<file path="src/rtl/johnson_pkg.sv">
// rtl/johnson_pkg.sv - shared types and helpers for the Johnson sequence generator
package johnson_pkg;

  localparam int   MAX_W = 64;
  localparam logic FWD   = 1'b0;
  localparam logic REV   = 1'b1;

  function automatic int johnson_phase_w(input int width);
    return $clog2(2 * width);
  endfunction

  // A Johnson code has at most one transition between adjacent bits.
  function automatic logic johnson_legal(input logic [MAX_W-1:0] value, input int width);
    int diffs;
    diffs = 0;
    for (int i = 0; i < MAX_W - 1; i++) begin
      if (i < width - 1 && value[i] != value[i+1]) diffs++;
    end
    return (diffs <= 1);
  endfunction

endpackage

</file>
<file path="src/rtl/johnson_decode.sv">
// rtl/johnson_decode.sv - combinational legality check and phase decode of a Johnson code
module johnson_decode
  import johnson_pkg::*;
#(
  parameter int WIDTH   = 4,
  parameter int PHASE_W = johnson_phase_w(WIDTH)
) (
  input  logic [WIDTH-1:0]   q,
  output logic               legal,
  output logic [PHASE_W-1:0] phase,
  output logic [2*WIDTH-1:0] phase_onehot
);

  int k;

  // Phases 1..W fill ones from bit 0; phases W+1..2W-1 drain them, leaving q[0] low.
  always_comb begin
    k     = $countones(q);
    legal = johnson_legal(MAX_W'(q), WIDTH);
    if (q == '0) begin
      phase = '0;
    end else if (q[0]) begin
      phase = PHASE_W'(k);
    end else begin
      phase = PHASE_W'(2 * WIDTH - k);
    end
    phase_onehot = (2 * WIDTH)'(1) << phase;
  end

endmodule

</file>
<file path="src/rtl/johnson_seq_gen.sv">
// rtl/johnson_seq_gen.sv - parametrised Johnson sequencer with load, direction, self-correction and flags
module johnson_seq_gen
  import johnson_pkg::*;
#(
  parameter int WIDTH   = 4,
  parameter int PHASE_W = johnson_phase_w(WIDTH)
) (
  input  logic               clk,
  input  logic               reset,
  input  logic               en,
  input  logic               dir,
  input  logic               load,
  input  logic [WIDTH-1:0]   load_val,
  output logic [WIDTH-1:0]   count_out,
  output logic [PHASE_W-1:0] phase,
  output logic [2*WIDTH-1:0] phase_onehot,
  output logic               wrap,
  output logic               err
);

  logic [WIDTH-1:0] q;
  logic [WIDTH-1:0] q_next;
  logic             q_legal;
  logic             load_legal;

  johnson_decode #(.WIDTH(WIDTH), .PHASE_W(PHASE_W)) u_dec_q (
    .q            (q),
    .legal        (q_legal),
    .phase        (phase),
    .phase_onehot (phase_onehot)
  );

  johnson_decode #(.WIDTH(WIDTH), .PHASE_W(PHASE_W)) u_dec_load (
    .q            (load_val),
    .legal        (load_legal),
    .phase        (),
    .phase_onehot ()
  );

  always_comb begin
    if (dir == REV) begin
      q_next = {~q[0], q[WIDTH-1:1]};
    end else begin
      q_next = {q[WIDTH-2:0], ~q[WIDTH-1]};
    end
  end

  // Holding never corrects: an upset value is only scrubbed when a step is requested.
  always_ff @(posedge clk) begin
    if (reset) begin
      q    <= '0;
      wrap <= 1'b0;
      err  <= 1'b0;
    end else begin
      wrap <= 1'b0;
      err  <= 1'b0;
      if (load) begin
        if (load_legal) begin
          q <= load_val;
        end else begin
          q   <= '0;
          err <= 1'b1;
        end
      end else if (en) begin
        if (q_legal) begin
          q    <= q_next;
          wrap <= (q_next == '0);
        end else begin
          q   <= '0;
          err <= 1'b1;
        end
      end
    end
  end

  assign count_out = q;

endmodule

</file>
<file path="config.mk">
export PLATFORM = sky130hd
export DESIGN_NAME = johnson_seq_gen
export DESIGN_NICKNAME = d
export VERILOG_FILES = /design/src/rtl/johnson_pkg.sv /design/src/rtl/johnson_decode.sv /design/src/rtl/johnson_seq_gen.sv
export SDC_FILE = /design/constraint.sdc
export NUM_CORES = 1
export LEC_CHECK = 0
export ABC_AREA = 1
export BUFFER_PORTS_ARGS = -buffer_cell sky130_fd_sc_hd__buf_2
export CAP_MARGIN = 25
export CORE_ASPECT_RATIO = 0.9
export CORE_MARGIN = 1.5
export CORE_UTILIZATION = 30
export CTS_CLUSTER_DIAMETER = 150
export DETAILED_ROUTE_END_ITERATION = 6
export GPL_TIMING_DRIVEN = 0
export PLACE_DENSITY = 0.55
export SLEW_MARGIN = 10
export SYNTH_ARGS = -nofsm -noshare
export SYNTH_HDL_FRONTEND = slang
export SYNTH_SLANG_ARGS = --single-unit
</file>
<file path="constraint.sdc">
create_clock -name clk -period 3.8 [get_ports clk]
set_clock_uncertainty 0.15 [all_clocks]
set_input_delay 0.95 -clock clk [delete_from_list [all_inputs] [get_ports clk]]
set_output_delay 0.95 -clock clk [all_outputs]
set_load 0.02 [all_outputs]
</file>
== After elaboration in Yosys (flattened, before gate mapping) ==
Index checks and enable logic that the tools add are counted.

* Register bits after elaboration: 6
* Bits in latches: 0
* Bits in writable memories: 0
* ROM bits: 0
* Logic and storage cells: 45
* Memories: 0

* Add/subtract/negate cells: 8
* $mul: 0
* Div/mod/pow operators: 0
* Order comparisons: 2
* Equal/unequal tests: 6
* Shift operators: 1
* Mux-type cells: 17
* Bitwise logic cells: 4
* Reductions and logical operators: 4

{| class="wikitable"
|+ Operators by type and width
! operator !! count
|-
| $add A32 B2 Y32 const B || 4
|-
| $mux W32 || 4
|-
| $le A32 B2 Y1 const B || 2
|-
| $mux W4 || 5
|-
| $logic_not A4 Y1 || 2
|-
| $shl A1 B3 Y8 const A || 1
|-
| $mux W1 || 6
|-
| $mux W3 || 2
|-
| $ne A1 B1 Y1 || 6
|-
| $add A1 B1 Y2 || 2
|-
| $not A1 Y1 || 4
|-
| $reduce_or A4 Y1 || 1
|-
| $add A3 B3 Y3 || 1
|-
| $sub A1 B3 Y3 const A || 1
|-
| $reduce_bool A2 Y1 || 1
|}

== Logic depth before layout (Yosys ltp) ==
Gate-level depths: netlist of run 1.

* Depth in word-level cells: 10
* Depth in mapped cells: 12
* Gate-level depth less buffers: 12

== Modules after synthesis ==
Synthesis of run 1 repeated with hierarchy kept, for this count alone.

* Cell total of the unflattened synthesis: 165
* Area total of the unflattened synthesis: 983.4 µm²

{| class="wikitable"
|+ Modules (own cells, without submodules)
! module !! instances !! cells an instance !! area an instance (µm²) !! seq. area each (µm²)
|-
| johnson_seq_gen || 1 || 62 || 381.6 || 120.1
|-
| johnson_decode at u_dec_q || 1 || 55 || 305.3 || 0.0
|-
| johnson_decode at u_dec_load || 1 || 48 || 296.5 || 0.0
|}

== Least setup slack after synthesis of run 1 ==
No wires, ideal clock.

* Path type: register to output
* Start point: register q[0], in the netlist count_out[0]
* End point: output port phase_onehot[2]
* Arrival time: 2630 ps
* Required time: 2700 ps
* Setup slack: 70 ps
* Cell stages (with the launch flop): 13
* Buffers on the path: 0
* Cell sequence: dfxtp_1 -> inv_2 -> ha_1 -> ha_1 -> inv_1 -> fa_1 -> ha_1 -> nand2_1 -> o21ai_2 -> inv_2 -> nor2_4 -> nand2_2 -> nor2_1

* Longest elaborated chain between the ends: 6

{| class="wikitable"
|+ Ends and longest elaborated chain
! item !! line !! source
|-
| from (decl) || johnson_seq_gen.sv:21 || <nowiki>logic [WIDTH-1:0] q;</nowiki>
|-
| from (signal assigned) || johnson_seq_gen.sv:59 || <nowiki>q <= load_val;</nowiki>
|-
| from (signal assigned) || johnson_seq_gen.sv:66 || <nowiki>q <= q_next;</nowiki>
|-
| $add A1 B1 Y2 (not written as such) || johnson_decode.sv:18 || <nowiki>k = $countones(q);</nowiki>
|-
| $add A3 B3 Y3 (not written as such) || johnson_decode.sv:18 ||
|-
| $sub A1 B3 Y3 || johnson_decode.sv:25 || <nowiki>phase = PHASE_W'(2 * WIDTH - k);</nowiki>
|-
| $mux W3 || johnson_decode.sv:22 || <nowiki>end else if (q[0]) begin</nowiki>
|-
| $mux W3 * || johnson_decode.sv:20 || <nowiki>if (q == '0) begin</nowiki>
|-
| net phase[1] || johnson_seq_gen.sv:15 || <nowiki>output logic [PHASE_W-1:0] phase,</nowiki>
|-
| $shl A1 B3 Y8 * || johnson_decode.sv:27 || <nowiki>phase_onehot = (2 * WIDTH)'(1) << phase;</nowiki>
|-
| to (decl) || johnson_seq_gen.sv:16 || <nowiki>output logic [2*WIDTH-1:0] phase_onehot,</nowiki>
|}

The timed path passes the listed nets; every way through them passes the cells marked *.

== Worst setup path in the final report of run 1 ==
* Start point: register q[0], in the netlist count_out[0]
* End point: output port phase_onehot[2]

* Longest elaborated chain between the ends: 6

{| class="wikitable"
|+ Ends and longest elaborated chain
! item !! line
|-
| $add A1 B1 Y2 (not written as such) || johnson_decode.sv:18
|-
| $add A3 B3 Y3 (not written as such) || johnson_decode.sv:18
|-
| $sub A1 B3 Y3 || johnson_decode.sv:25
|-
| $mux W3 || johnson_decode.sv:22
|-
| $mux W3 * || johnson_decode.sv:20
|-
| $shl A1 B3 Y8 * || johnson_decode.sv:27
|}

Mark *: on every way between the ends. The rest lies on a longest branch, timed or not.

==> impl_metrics.toml, run 1 <==
[outcome]
status = "completed"

[die]
num_rows = 16
core_region_area_um2 = 2260
die_y_um = 50.3
dieArea_um2 = 2800
io_pins = 26
die_x_um = 55.6
initial_core_util_pct = 33.0

[timing]
setup_violations = 0
max_freq_mhz = 272
setup-tns-final_ps = 0
fin_crit_ps = 3680
timing.slew.headroom_pct = 80.2
worst_pin_slew_ps = 296
fin_crit_sh_pct = 96.9
timing.final.max_slew_violations = 0
hold_slack_ps = 489
hold_violations = 0

[critical_path]
cp.required_ps = 2700
endpoint_kind = "output port"
arrival_ps = 2580
criticalPathCategory = "flip-flop to output port"
worstSetupStartpointType = "flip-flop"
crit_path_max_fanout = 5

[global_routing]
antenna_found_initial = 0
grt_usage_pct = 13.9
overflow = 0
grt_max_degree = 11
grt_first_pass_wirelength_um = 3240
grt_pass1_vias = 804

[drt]
wl_um = 1790
drcViolationCount = 0
drt-wirelength-per-cell_um = 9.47
antenna_left = 0
vias = 866
first_pass_iters = 4
vias_per_cell = 4.58
first_iter_violations = 28

[placement]
gp_congestion = 0.850
hpwl_um = 1420
port_buffers = 25

[hold_path]
min_path_type = "flip-flop to flip-flop"

[yosys]
syn_nets = 148
syn_area_um2 = 747
yosys_warnings = 0
avgSynthCellArea_um2 = 5.75
synthCells = 130
synth_cell_types = 21
seq_area_frac_synth_pct = 16.1
yosys_register_bits = 6

[clock_tree]
clk_pin_slew_ps = 40
cts_tree = "built"
clockBufferDepth = 2
cts_hold_buf = 0
clock-sinks = 6
clock-root-buffer = "clkbuf_4"
htreeDepth = 1
cts_buffers = 3
clkLatencyLatePin_ps = 240

[power_and_ir_drop]
intPower_mw = 0.222
p_leak_nw = 0.627
power_density_nw_per_um2 = 407
switching_power_mw = 0.213
swShare_pct = 49.1
combPwrFrac_pct = 69.6
power_frac_clock_pct = 13.1
ir_drop_v = 0.000328
seqPwrFrac_pct = 17.3

[layout]
fin_nets = 182
layout_common_cells = "31 x nand2_1, 27 x inv_1, 23 x buf_2"
utilization_pct = 47.2
final_common_cell = "nand2_1"
syn2layout_area_growth_pct = 42.9
drive_above_1_share_pct = 35.2
antenna_cells = 0

[job]
drv_cap = 0
==> per-layer routing <==
metal	global-route usage [%]	up-vias	share of wire, %
met1	18.7	386	50
met3	1.55	0	5.4
met5	0	-	0
met4	6.10	0	0
met2	22.6	22	45
li1	-	458	-
==> synth_stat cells <==
library cell  count  share of area (%)
a21oi_1           5                3.3
fa_1              1                2.7
inv_2             3                1.5
nand3_1          16                 11
o21a_1            1                1.0
nor3_1            3                2.0
xnor2_1           1                1.2
nand3b_1          1                1.0
nor2_4            1                1.5
nand2_1          32                 16
nand2_2           2                1.7
xor2_1            1                1.2
dfxtp_1           6                 16
inv_1            30                 15
nor2_1           14                7.0
o21ai_2           1                1.2
buf_2             1               0.67
o21ai_0           1               0.67
o21ai_1           1               0.67
ha_1              8                 13
nand3_2           1                1.3
==> path summary, 6_finish.rpt <==
check	from	end	slack [ps]	cells past startpoint
setup / recovery	count_out[0]$_SDFFE_PP0P_	phase_onehot[2]	120	13
hold / removal	count_out[1]$_SDFFE_PP0P_	count_out[1]$_SDFFE_PP0P_	490	4
setup reg to reg	count_out[3]$_SDFFE_PP0P_	count_out[1]$_SDFFE_PP0P_	2350	9
hold reg to reg	count_out[1]$_SDFFE_PP0P_	count_out[1]$_SDFFE_PP0P_	490	4
==> power by group through the flow <==
| stage | clock (mW) | sequential [mW] | combinational (mW) |
|---|---|---|---|
| 4_1_cts | 0.0619 | 0.0749 | 0.248 |
| 2_1_floorplan | 0 | 0.0807 | 0.172 |
| 3_3_place_gp | 0 | 0.0752 | 0.238 |
| 3_5_place_dp | 0 | 0.0752 | 0.241 |
| 6_report | 0.0571 | 0.0753 | 0.302 |
| 5_1_grt | 0.0621 | 0.0764 | 0.341 |
==> sequential cells by signal (all words and copies together), names as in the netlist <==
signal	count
err	1
count_out	4
wrap	1
==> critical path, cell delays in order (launching register included) <==
cell	delay, ps
dfxtp_4	370
inv_6	50
ha_4	240
ha_1	190
inv_1	70
fa_1	480
ha_4	300
nand2_2	60
o21ai_4	80
inv_2	80
nor2_4	90
nand2_2	80
nor2_2	130
buf_6	120
==> cells by family after synthesis <==
kind of cell | after synthesis | share of synthesized area, %
DFF | 6 | 16.1
adders and majority gates | 9 | 16.1
and+or+nand+nor | 70 | 41.4
AOI/OAI and AO/OA | 9 | 6.87
buffers and inverters | 34 | 17.3
xor gates and xnor gates | 2 | 2.35
==> metrics by stage <==
step	cells	setup WS (ps)	total power [mW]	instance area [um^2]
final	189	118	0.435	1070
after CTS	185	5.32	0.385	937
after detailed placement	182	179	0.317	906
after global placement	182	217	0.313	906
after floorplan	130	69.6	0.253	747
after global routing	189	-20.7	0.479	1070
==> cell type report <==
type / count / area, um^2
multi-input combinational: 90 / 569
timing repair buffer: 29 / 170
inverter: 33 / 131
fill: 252 / 1190
tap: 27 / 33.8
sequential: 6 / 135
buffer: 1 / 5.00
clock buffer: 3 / 22.5
==> repair_timing <==
action / 4_1_cts / 5_1_grt
setup buffers: 0 / 4
endpoints found under the hold margin: 0 / 0
cloned: 0 / 0
setup endpoints to repair: 7 / 9
gates resized for setup: 6 / 25
pin swaps: 0 / 4
No activity file was read; power rests on OpenSTA's default activity.
==> run 2, diff against run 1 <==
--- a/config.mk
+++ b/config.mk
@@ -15,6 +15,7 @@
 export DETAILED_ROUTE_END_ITERATION = 6
 export GPL_TIMING_DRIVEN = 0
 export PLACE_DENSITY = 0.55
+export REMOVE_ABC_BUFFERS = 1
 export SLEW_MARGIN = 10
 export SYNTH_ARGS = -nofsm -noshare
 export SYNTH_HDL_FRONTEND = slang
==> run 2 against run 1 <==
Compared with the run above: combinational power fell by 15%; power is 10% lower; register-to-register slack lost 30 ps; highest routed layer unchanged.
==> impl_metrics.toml, run 2 (synthesis results as in run 1) <==
[timing]
rsz0062_at_grt = "yes"
setup_ws_ps = 156
max_freq_mhz = 274
worst_pin_slew_ps = 326
fin_crit_ps = 3640
hold_slack_ps = 463
timing.slew.headroom_pct = 78.1
timing.final.max_slew_violations = 0
hold_violations = 0
setup_violations = 0
fin_crit_sh_pct = 95.9

[power_and_ir_drop]
ir_drop_v = 0.000258
power_density_nw_per_um2 = 400
p_leak_nw = 0.600
total_power_mw = 0.389

[placement]
port_buffers = 25
place_ws_ps = 177
hpwl_um = 1350
gp_congestion = 0.773

[clock_tree]
clockBufferDepth = 2
htreeDepth = 1
clock-root-buffer = "clkbuf_4"
clock-sinks = 6
cts_buffers = 3
cts_hold_buf = 0
clkLatencyLatePin_ps = 240
clk_pin_slew_ps = 50
cts_tree = "built"

[global_routing]
overflow = 0
grt_usage_pct = 12.8
grt_first_pass_wirelength_um = 2930
antenna_found_initial = 0
grt_max_degree = 12
grt_pass1_vias = 729

[die]
num_rows = 16
io_pins = 26
die_y_um = 50.3
dieArea_um2 = 2800
die_x_um = 55.6
initial_core_util_pct = 33.0
core_region_area_um2 = 2260

[drt]
first_pass_iters = 4
drcViolationCount = 0
antenna_left = 0
vias_per_cell = 4.48
first_iter_violations = 26
vias = 828
wl_um = 1670
drt-wirelength-per-cell_um = 9.02

[hold_path]
min_path_type = "flip-flop to flip-flop"
holdCritStartpoint = "count_out[3]$_SDFFE_PP0P_"

[layout]
final_common_cell = "nand2_1"
layout_common_cells = "32 x nand2_1, 27 x inv_1, 22 x buf_2"
fillers = 258
syn2layout_area_growth_pct = 30.3
antenna_cells = 0
utilization_pct = 43.0
fin_nets = 178
drive_above_1_share_pct = 29.1
largest_register_ffs = 4

[critical_path]
reg2reg_from = "count_out[2]$_SDFFE_PP0P_"
crit_buf_inv = 5
arrival_ps = 2540
crit_path_max_fanout = 6
cp.required_ps = 2700
crit_chain = "inv_4 -> ha_4 -> ha_1 -> inv_1 -> fa_1 -> ha_1 -> o21a_1 -> inv_1 -> nand2_2 -> buf_4 -> nor2_1 -> buf_2"
endpoint_kind = "output port"
criticalPathCategory = "flip-flop to output port"
worstSetupStartpointType = "flip-flop"
slowest_delay_ps = 440
slowest_stage = "fa_1"
critPathTopFamily = "adder cells"
crit_start = "count_out[0]$_SDFFE_PP0P_"

[job]
drv_cap = 0

[outcome]
status = "completed"
run 2: metrics by stage:
| stage | cell area (um^2) | cells | TNS, ps |
|---|---|---|---|
| final | 973 | 185 | 0 |
| after global routing | 973 | 185 | -8.09 |
| after CTS | 928 | 184 | 0 |
| after detailed placement | 901 | 181 | 0 |
| after global placement | 901 | 181 | 0 |
| after floorplan | 742 | 129 | 0 |
run 2: power breakdown:
group | leakage [nW] | switching (mW) | internal (mW)
Combinational | 0.535 | 0.163 | 0.0931
Sequential | 0.0511 | 0.00606 | 0.0693
Clock | 0.0138 | 0.0221 | 0.0357
run 2: worst paths after layout:
path,endpoint,slack (ps),cells past startpoint
setup / recovery,phase_onehot[6],160,12
hold / removal,wrap$_SDFF_PP0_,460,4
setup reg to reg,count_out[2]$_SDFFE_PP0P_,2320,9
hold reg to reg,wrap$_SDFF_PP0_,460,4
run 2: worst reg2reg max path, cell delays in order (launching register included):
cell	delay (ps)
dfxtp_2	360
inv_2	80
ha_4	270
inv_1	40
nand2_1	70
nand3_2	110
nand3_1	110
nand3_1	90
nand2_1	70
inv_1	30
run 2: per-layer routing:
layer | track usage (%) | wire (um) | share of wire, %
met1 | 15.4 | 803 | 48
met2 | 23.0 | 786 | 47
met3 | 3.35 | 79 | 4.7
met4 | 2.44 | 0 | 0
met5 | 0 | 0 | 0
run 2: repair_timing:
action	4_1_cts	5_1_grt
resized for setup	4	10
endpoints found under the setup margin	7	9
pin swaps	0	1
buffers inserted	0	1
run 2: cell type report:
type                            count  area (um^2)  area share, %
Sequential cell                     6          128           13.1
Multi-Input combinational cell     90          523           53.7
Tap cell                           27         33.8           3.47
Clock buffer                        3         22.5           2.31
Timing Repair Buffer               26          140           14.4
Inverter                           33          126           13.0
==> run 3, diff against run 2 <==
--- a/config.mk
+++ b/config.mk
@@ -13,9 +13,9 @@
 export CORE_UTILIZATION = 30
 export CTS_CLUSTER_DIAMETER = 150
 export DETAILED_ROUTE_END_ITERATION = 6
-export GPL_TIMING_DRIVEN = 0
 export PLACE_DENSITY = 0.55
 export REMOVE_ABC_BUFFERS = 1
+export SKIP_CTS_REPAIR_TIMING = 1
 export SLEW_MARGIN = 10
 export SYNTH_ARGS = -nofsm -noshare
 export SYNTH_HDL_FRONTEND = slang
==> run 3 against run 2 <==
Compared with the run above: die area unchanged; non-clock buffer count decreased by 1; maximum frequency increased by 0.40%; register-to-register slack about the same; cell count decreased by 0.54%; clock power decreased by 3.8%; global-route usage decreased by 0.64 points; critical endpoint is now phase_onehot[0].
==> impl_metrics.toml, run 3 (synthesis results as in run 1) <==
[power_and_ir_drop]
ir_drop_v = 0.000217
p_leak_nw = 0.593
power_density_nw_per_um2 = 396
total_power_mw = 0.380

[layout]
fin_nets = 177
layout_common_cells = "32 x nand2_1, 27 x inv_1, 23 x buf_2"
regArea_um2 = 128
syn2layout_area_growth_pct = 28.6
fillers = 259
final_common_cell = "nand2_1"
drive_above_1_share_pct = 28.7
design_area_um2 = 961
largest_register_ffs = 4
antenna_cells = 0
multiInputGateArea_um2 = 523

[global_routing]
antenna_found_initial = 0
grt_max_degree = 12
grt_pass1_vias = 693
overflow = 0
grt_usage_pct = 12.2
grt_first_pass_wirelength_um = 2790

[timing]
worst_pin_slew_ps = 344
max_freq_mhz = 275
fin_crit_ps = 3630
fin_crit_sh_pct = 95.5
hold_violations = 0
setup_ws_ps = 170
hold_slack_ps = 471
timing.slew.headroom_pct = 77.0
setup_violations = 0
rsz0062_at_grt = "no"
timing.final.max_slew_violations = 0

[die]
die_x_um = 55.6
dieArea_um2 = 2800
io_pins = 26
die_y_um = 50.3
core_region_area_um2 = 2260
num_rows = 16
initial_core_util_pct = 33.0

[clock_tree]
clk_pin_slew_ps = 40
clock-root-buffer = "clkbuf_4"
cts_tree = "built"
cts_buffers = 3
htreeDepth = 1
clkLatencyLatePin_ps = 240
clock-sinks = 6
clockBufferDepth = 2

[drt]
vias = 813
vias_per_cell = 4.42
first_iter_violations = 40
wl_um = 1680
antenna_left = 0
drcViolationCount = 0
first_pass_iters = 4
drt-wirelength-per-cell_um = 9.11

[hold_path]
hold_depth = 4
min_path_type = "flip-flop to flip-flop"

[placement]
gp_congestion = 0.823
place_area_um2 = 901
port_buffers = 25
hpwl_um = 1390
place_ws_ps = 199

[critical_path]
arrival_ps = 2530
cp.required_ps = 2700
endpoint_kind = "output port"
slowest_delay_ps = 450
critPathTopFamily = "adder cells"
cp.depth = 12
slowest_stage = "fa_1"
crit_chain = "inv_2 -> ha_4 -> ha_1 -> inv_1 -> fa_1 -> ha_1 -> nor3_1 -> nor2_1 -> nand2_2 -> inv_2 -> nor2_1 -> buf_4"
crit_buf_inv = 4
criticalPathCategory = "flip-flop to output port"
worstSetupStartpointType = "flip-flop"
reg2regPathDepth = 9
crit_path_max_fanout = 6

[job]
drv_cap = 0

[outcome]
status = "completed"
run 3: cell types whose count changed in the layout (fill, tap and decap cells not counted):
cell,previous run,this run
buf_2,22,23
buf_4,4,2
inv_2,5,6
inv_4,1,0
run 3: area by class of cell:
cell class	count	share of cell area, %
timing repair buffer	25	13.5
clock buffer	3	2.34
tap	27	3.52
inverter	33	12.9
sequential	6	13.3
multi-input combinational	90	54.4
run 3: path summary, 6_finish.rpt:
| check | from | end | slack [ps] |
|---|---|---|---|
| max | count_out[0]$_SDFFE_PP0P_ | phase_onehot[0] | 170 |
| min | count_out[3]$_SDFFE_PP0P_ | wrap$_SDFF_PP0_ | 470 |
| max reg2reg | count_out[3]$_SDFFE_PP0P_ | count_out[2]$_SDFFE_PP0P_ | 2320 |
| min reg2reg | count_out[3]$_SDFFE_PP0P_ | wrap$_SDFF_PP0_ | 470 |
run 3: tightest hold or removal path, stage by stage (launching register included):
cell and delay, ps:
dfxtp_2 330, nand2_1 60, nand2_1 60, nand3_1 80, nor3_1 40
run 3: routing by layer:
layer | global-route usage (%) | vias to the layer above | wire length (um)
li1 | - | 448 | -
met1 | 15.2 | 338 | 814
met2 | 21.4 | 27 | 763
met3 | 3.61 | 0 | 98
met4 | 1.22 | 0 | 0
met5 | 0 | - | 0
run 3: power by group:
| part | total (mW) | internal, mW | switching, mW |
|---|---|---|---|
| Clock | 0.0556 | 0.0355 | 0.0201 |
| Sequential | 0.0749 | 0.0694 | 0.00555 |
| Combinational | 0.250 | 0.0878 | 0.162 |
| Total | 0.380 | 0.193 | 0.188 |
run 3: through the flow:
| stage | util (%) | setup TNS (ps) | std cells |
|---|---|---|---|
| 2_1_floorplan | - | 0 | 129 |
| 3_3_place_gp | 39.8 | 0 | 181 |
| 3_5_place_dp | 39.8 | 0 | 181 |
| 4_1_cts | 40.8 | -193 | 184 |
| 5_1_grt | 42.5 | 0 | 184 |
| 6_report | 42.5 | 0 | 184 |
